`src/rtl/zero_flag_scanner_pkg.sv`:
```
// zero_flag_pkg: shared state encoding and width helper for the zero/flag scanner.
// Rev 1.0
`default_nettype none

package zero_flag_pkg;

  typedef enum logic [1:0] {
    IDLE = 2'd0,
    SCAN = 2'd1,
    DONE = 2'd2
  } state_t;

  // Width of a count that must represent 0..w inclusive.
  function automatic int lzc_width(input int w);
    return $clog2(w + 1);
  endfunction

endpackage

`default_nettype wire

```
`src/rtl/zero_flag_scanner_if.sv`:
```
// zero_flag_scanner_if: operand-in / flags-out valid-ready bundle.
// Rev 1.0
`default_nettype none

interface zero_flag_scanner_if
  import zero_flag_pkg::*;
#(
  parameter int WIDTH = 64
) ();
  localparam int LZW = lzc_width(WIDTH);

  logic             in_valid;
  logic             in_ready;
  logic [WIDTH-1:0] data;
  logic             out_valid;
  logic             out_ready;
  logic             zero;
  logic             negative;
  logic [LZW-1:0]   lzc;

  modport master (
    output in_valid, data, out_ready,
    input  in_ready, out_valid, zero, negative, lzc
  );

  modport slave (
    input  in_valid, data, out_ready,
    output in_ready, out_valid, zero, negative, lzc
  );

endinterface

`default_nettype wire

```
`src/rtl/zero_flag_scanner_chunk_lzc.sv`:
```
// chunk_lzc: combinational all-zero detect and leading-zero count of one chunk.
// Rev 1.0
`default_nettype none

module chunk_lzc #(
  parameter int CHUNK = 16,
  parameter int LZCW  = (CHUNK > 1) ? $clog2(CHUNK) : 1
) (
  input  wire logic [CHUNK-1:0] i_chunk,
  output logic                  o_all_zero,
  output logic [LZCW-1:0]       o_lz
);

  assign o_all_zero = ~|i_chunk;

  // Ascending scan so the highest set bit is the last (winning) assignment.
  always_comb begin
    o_lz = '0;
    for (int i = 0; i < CHUNK; i++) begin
      if (i_chunk[i]) o_lz = LZCW'(CHUNK - 1 - i);
    end
  end

endmodule

`default_nettype wire

```
`src/rtl/zero_flag_scanner.sv`:
```
// zero_flag_scanner: multi-cycle chunked zero / negative / leading-zero-count flag unit.
// Rev 1.0
`default_nettype none

module zero_flag_scanner
  import zero_flag_pkg::*;
#(
  parameter int WIDTH      = 64,
  parameter int CHUNK      = 16,
  parameter int EARLY_EXIT = 0
) (
  input  wire logic       clk,
  input  wire logic       reset,
  zero_flag_scanner_if.slave bus
);

  localparam int NCHUNK = WIDTH / CHUNK;
  localparam int LZW    = lzc_width(WIDTH);
  localparam int IDXW   = (NCHUNK > 1) ? $clog2(NCHUNK) : 1;
  localparam int CLZW   = (CHUNK > 1) ? $clog2(CHUNK) : 1;

  localparam logic [IDXW-1:0] C_IDX_TOP  = IDXW'(NCHUNK - 1);
  localparam logic [LZW-1:0]  C_LZC_ZERO = LZW'(WIDTH);

  state_t           r_state;
  logic [WIDTH-1:0] r_data;
  logic [IDXW-1:0]  r_idx;
  logic             r_found;
  logic             r_in_ready;
  logic             r_out_valid;
  logic             r_zero;
  logic             r_negative;
  logic [LZW-1:0]   r_lzc;

  logic [CHUNK-1:0] w_chunk;
  logic             w_all_zero;
  logic [CLZW-1:0]  w_lz;
  logic [LZW-1:0]   w_lzc_cand;
  logic             w_hit;
  logic             w_last;

  assign w_chunk = r_data[r_idx*CHUNK +: CHUNK];

  chunk_lzc #(
    .CHUNK (CHUNK),
    .LZCW  (CLZW)
  ) u_chunk_lzc (
    .i_chunk    (w_chunk),
    .o_all_zero (w_all_zero),
    .o_lz       (w_lz)
  );

  // Only the first (most significant) nonzero chunk contributes to the count.
  assign w_hit      = !w_all_zero && !r_found;
  assign w_lzc_cand = LZW'((NCHUNK - 1 - int'(r_idx)) * CHUNK) + LZW'(w_lz);
  assign w_last     = (r_idx == '0) || ((EARLY_EXIT != 0) && w_hit);

  always_ff @(posedge clk) begin
    if (!reset) begin
      r_state     <= IDLE;
      r_data      <= '0;
      r_idx       <= '0;
      r_found     <= 1'b0;
      r_in_ready  <= 1'b0;
      r_out_valid <= 1'b0;
      r_zero      <= 1'b0;
      r_negative  <= 1'b0;
      r_lzc       <= '0;
    end else begin
      case (r_state)
        IDLE: begin
          r_in_ready <= 1'b1;
          if (bus.in_valid && r_in_ready) begin
            r_data     <= bus.data;
            r_negative <= bus.data[WIDTH-1];
            r_idx      <= C_IDX_TOP;
            r_found    <= 1'b0;
            r_lzc      <= '0;
            r_in_ready <= 1'b0;
            r_state    <= SCAN;
          end
        end
        SCAN: begin
          if (w_hit) begin
            r_lzc   <= w_lzc_cand;
            r_found <= 1'b1;
          end
          if (w_last) begin
            r_state     <= DONE;
            r_out_valid <= 1'b1;
            if (r_found || w_hit) begin
              r_zero <= 1'b0;
            end else begin
              r_zero <= 1'b1;
              r_lzc  <= C_LZC_ZERO;
            end
          end else begin
            r_idx <= r_idx - IDXW'(1);
          end
        end
        DONE: begin
          if (bus.out_ready) begin
            r_out_valid <= 1'b0;
            r_in_ready  <= 1'b1;
            r_state     <= IDLE;
          end
        end
        default: r_state <= IDLE;
      endcase
    end
  end

  assign bus.in_ready  = r_in_ready;
  assign bus.out_valid = r_out_valid;
  assign bus.zero      = r_zero;
  assign bus.negative  = r_negative;
  assign bus.lzc       = r_lzc;

endmodule

`default_nettype wire

```
`src/flat_wrapper.sv`:
```
// flat-port wrapper written by rule: the top's interface ports become plain ports
module zero_flag_scanner_flat import zero_flag_pkg::*;
#(
  parameter int WIDTH      = 64,
  parameter int CHUNK      = 16,
  parameter int EARLY_EXIT = 0
)
  (clk, reset, bus_in_valid, bus_data, bus_out_ready, bus_in_ready, bus_out_valid, bus_zero, bus_negative, bus_lzc);
  zero_flag_scanner_if #(.WIDTH(WIDTH)) bus_i ();
  input  wire logic clk;
  input  wire logic reset;
  input wire logic [$bits(bus_i.in_valid)-1:0] bus_in_valid;
  input wire logic [$bits(bus_i.data)-1:0] bus_data;
  input wire logic [$bits(bus_i.out_ready)-1:0] bus_out_ready;
  output wire logic [$bits(bus_i.in_ready)-1:0] bus_in_ready;
  output wire logic [$bits(bus_i.out_valid)-1:0] bus_out_valid;
  output wire logic [$bits(bus_i.zero)-1:0] bus_zero;
  output wire logic [$bits(bus_i.negative)-1:0] bus_negative;
  output wire logic [$bits(bus_i.lzc)-1:0] bus_lzc;
  assign bus_i.in_valid = bus_in_valid;
  assign bus_i.data = bus_data;
  assign bus_i.out_ready = bus_out_ready;
  assign bus_in_ready = bus_i.in_ready;
  assign bus_out_valid = bus_i.out_valid;
  assign bus_zero = bus_i.zero;
  assign bus_negative = bus_i.negative;
  assign bus_lzc = bus_i.lzc;
  zero_flag_scanner #(.WIDTH(WIDTH), .CHUNK(CHUNK), .EARLY_EXIT(EARLY_EXIT)) u_core (.clk(clk), .reset(reset), .bus(bus_i));
endmodule
```
`config.mk`:
```
export PLATFORM = sky130hd
export DESIGN_NAME = zero_flag_scanner_flat
export DESIGN_NICKNAME = d
export VERILOG_FILES = /design/src/rtl/zero_flag_scanner_pkg.sv /design/src/rtl/zero_flag_scanner_if.sv /design/src/rtl/zero_flag_scanner_chunk_lzc.sv /design/src/rtl/zero_flag_scanner.sv /design/src/flat_wrapper.sv
export SDC_FILE = /design/constraint.sdc
export NUM_CORES = 1
export LEC_CHECK = 0
export CELL_PAD_IN_SITES_DETAIL_PLACEMENT = 1
export CELL_PAD_IN_SITES_GLOBAL_PLACEMENT = 1
export CORE_UTILIZATION = 36
export CTS_BUF_LIST = sky130_fd_sc_hd__clkbuf_16
export DETAILED_ROUTE_END_ITERATION = 12
export GPL_TIMING_DRIVEN = 0
export MAX_ROUTING_LAYER = met4
export PLACE_DENSITY = 0.85
export SYNTH_ARGS = -nofsm -noshare
export SYNTH_HDL_FRONTEND = slang
export SYNTH_SLANG_ARGS = --single-unit
```
`constraint.sdc`:
```
create_clock -name clk -period 2.4 [get_ports clk]
set_input_delay 0.36 -clock clk [delete_from_list [all_inputs] [get_ports clk]]
set_output_delay 0.36 -clock clk [all_outputs]
set_load 0.01 [all_outputs]
```
==> metrics.md, run 1 <==
| Metric | Value |
|---|---|
| Status | `completed` |
| Hold WS | `0.442 ns` |
| Final Instance Area | `4620 um^2` |
| Met3 routed WL | `449 um` |
| Final core occ | `0.520` |
| Met2 wire len | `5510 um` |
| Min Clock Period, post-route | `2.36 ns` |
| Critical Path RT | `2.63 ns` |
| Die Wd | `98.8 um` |
| # rows | `34` |
| Share of layout cells above drive strength 1 | `0.0937` |
| Initial Util | `0.379` |
| Final Hold Viols | `0` |
| Yosys cell types | `38` |
| Yosys reg bits | `79` |
| Most frequent cells in the layout | `nand2_1 (136), dfxtp_1 (79), clkdlybuf4s50_1 (77)` |
| Max clock buf depth | `2` |
| CTS root buffer | `clkbuf_16` |
| CP endpoint kind | `flop` |
| Most common cell after layout, fill and taps aside | `nand2_1` |
| Grt ovf | `0` |
| Slew Limit Fails | `0` |
| Area Overhead vs Synth | `37.1%` |
| Post-DP Area | `4280 um^2` |
| Crit path kind | `reg2reg` |
| Fin worst setup slack | `0.0418 ns` |
| Clock latency on the worst-skew pair | `0.34 ns` |
| # placed instances | `582` |
| RSZ-0062 raised after global routing | `true` |
| Ports | `79` |
| Hold Path Class | `reg2reg` |
| Pwr per Cell Area | `755 nW/um^2` |
| Vias in the first global route | `3455` |
| CTS tree | `yes` |
| Worst Tran Pin Value | `0.643 ns` |
| Post-synth top area cell | `dfxtp_1` |
| Routed wire length | `11100 um` |
| Nets | `555` |
| Sequential-to-total area share from yosys stat | `0.469` |
| Port Buf Inserts | `77` |
| First-pass GRT wire length | `17300 um` |
| Core area | `8890 um^2` |
| Startpoint Class | `flop` |
| Leakage | `1.63 nW` |
| Placement Setup Slack | `-0.137 ns` |
| Die ar. | `9760 um^2` |
| Initial drt markers | `159` |
| Max VDD drop | `481 uV` |
| RD Place Congestion | `0.855` |
| Relative slew slack | `0.571` |
| Antenna diodes | `0` |
| Clock-pin slew on the worst setup and hold paths | `0.06 ns` |
| Synth top area cells | `dfxtp_1 (47%), nand2_1 (15%), a21oi_1 (11%)` |
| Max_cap viols | `0` |
| Top cell type's share of synthesized area | `0.469` |
| Syn Area/Cell | `8.49 um^2` |
| CTS buffer count | `9` |
| Initial antenna violation count | `0` |
| Finish-stage setup viols | `0` |
| DRC viols | `0` |
| Post-Syn Area | `3370 um^2` |
| WL/cell | `18.6 um` |
| Number of detailed-route iterations in the first pass | `4` |
| Hpwl dp | `7850 um` |
| Post-Layout Cell Count | `599` |
| CTS HTree Levels | `3` |
| Yosys Warn Count | `0` |
| CTS Hold Buffers Added | `0` |
| Gr usage total | `0.241` |
| Crit path DAT | `2.58 ns` |
| Routed vias | `3253` |
| M1 WL | `4900 um` |
| Largest net degree at the start of global routing | `15` |
| Max Fclk | `424 MHz` |
| Setup TNS Final | `0 ns` |
| Syn_nets | `466` |
| Via density | `5.43` |
| Clock sinks | `79` |
| Crit path max fanout | `10` |
| DRT antenna net count | `0` |
| Final period utilization | `0.983` |
| Die Y | `98.8 um` |
| Worst-case clock skew | `0.00891 ns` |
| Synth Instances | `397` |
| Final Total Pwr | `3.49 mW` |
| Top sig layer | `met4` |
## path summary, 6_finish.rpt
path,slack (ns),startpoint,endpoint,cells past startpoint
max,0.04,u_core.r_idx[1],u_core.bus.lzc[1],8
max reg2reg,0.04,u_core.r_idx[1],u_core.bus.lzc[1],8
min,0.44,u_core.bus.lzc[4],u_core.bus.lzc[4],2
min reg2reg,0.44,u_core.bus.lzc[4],u_core.bus.lzc[4],2
## cell families (layout without fill, tap and decap cells)
| logic type | after synthesis | count (layout) | share of synthesized area |
|---|---|---|---|
| DFF | 79 | 79 | 0.469 |
| and+or+nand+nor | 174 | 174 | 0.224 |
| muxes | 16 | 16 | 0.107 |
| AOI/OAI and AO/OA | 93 | 93 | 0.154 |
| buffers and inverters | 34 | 128 | 0.0419 |
| adders and majority gates | 1 | 1 | 0.00371 |
## cell type report
class / instances / area (um^2)
clock inverters: 7 / 71.3
repair buffers: 78 / 778
plain buffers: 26 / 120
well taps: 108 / 135
flip-flops and latches: 79 / 1580
multi-input cells: 284 / 1680
fillers: 1041 / 4270
clock buffers: 9 / 225
inverters: 8 / 30.0
## critical path, cell delays in order (launching register included)
cell and delay [ns]:
dfxtp_1 0.32, buf_4 0.22, buf_4 0.24, mux4_2 0.39, nor4_4 0.37, and4_4 0.32, nand3b_4 0.15, nor2_2 0.04
a22o_1 0.18
## sequential cells by signal, summed over array words and instances (netlist names)
| register | cells |
|---|---|
| u_core.r_data | 64 |
| u_core.bus.lzc | 7 |
| u_core.r_idx | 2 |
| u_core.r_state | 2 |
| u_core.bus.in_ready | 1 |
| u_core.bus.out_valid | 1 |
| u_core.bus.zero | 1 |
| u_core.r_found | 1 |
## Yosys cell counts
library cell / instances
nor4_2: 3
buf_4: 1
o41ai_1: 1
clkbuf_1: 21
a31o_1: 1
nand2b_1: 4
nor2_1: 16
and4_4: 1
nand2_1: 136
inv_1: 7
buf_2: 2
o31ai_1: 2
o311ai_0: 1
inv_2: 1
nand3b_1: 1
and3_1: 2
dfxtp_1: 79
nand3b_4: 1
a31oi_1: 1
nand3_1: 1
nor4_4: 1
a211oi_1: 1
buf_6: 1
nor2b_1: 2
a221oi_1: 1
nand4_1: 2
o21ai_0: 2
a22o_1: 3
buf_1: 1
nor3_1: 3
nor2_2: 1
a32oi_1: 1
ha_1: 1
o21ai_1: 2
o2bb2ai_2: 1
a21oi_1: 75
mux4_2: 16
o311a_1: 1
## per-layer routing
layer | global-route usage | vias up
met1 | 0.284 | 1568
met4 | 0.0850 | 0
met5 | - | -
met2 | 0.424 | 120
li1 | - | 1540
met3 | 0.0298 | 25
## power by group
part           switching (mW)  internal [mW]  total [mW]
Sequential             0.0483           1.39        1.44
Clock                   0.572          0.808        1.38
Combinational           0.353          0.324       0.676
## timing repair
action                                  4_1_cts  5_1_grt
resized for setup                             2        6
endpoints found under the setup margin        8        2
setup buffers                                 0        1
hold endpoints to repair                      0        0
pin swaps                                     0        2
(Power assumes the default switching activity.)
==> run 2: changes to the inputs <==
--- a/config.mk
+++ b/config.mk
@@ -16,3 +16,4 @@
 export SYNTH_ARGS = -nofsm -noshare
 export SYNTH_HDL_FRONTEND = slang
 export SYNTH_SLANG_ARGS = --single-unit
+export TNS_END_PERCENT = 1
==> results of run 2 <==
Same layout as run 1: the final DEF is identical, and so are final timing and power.
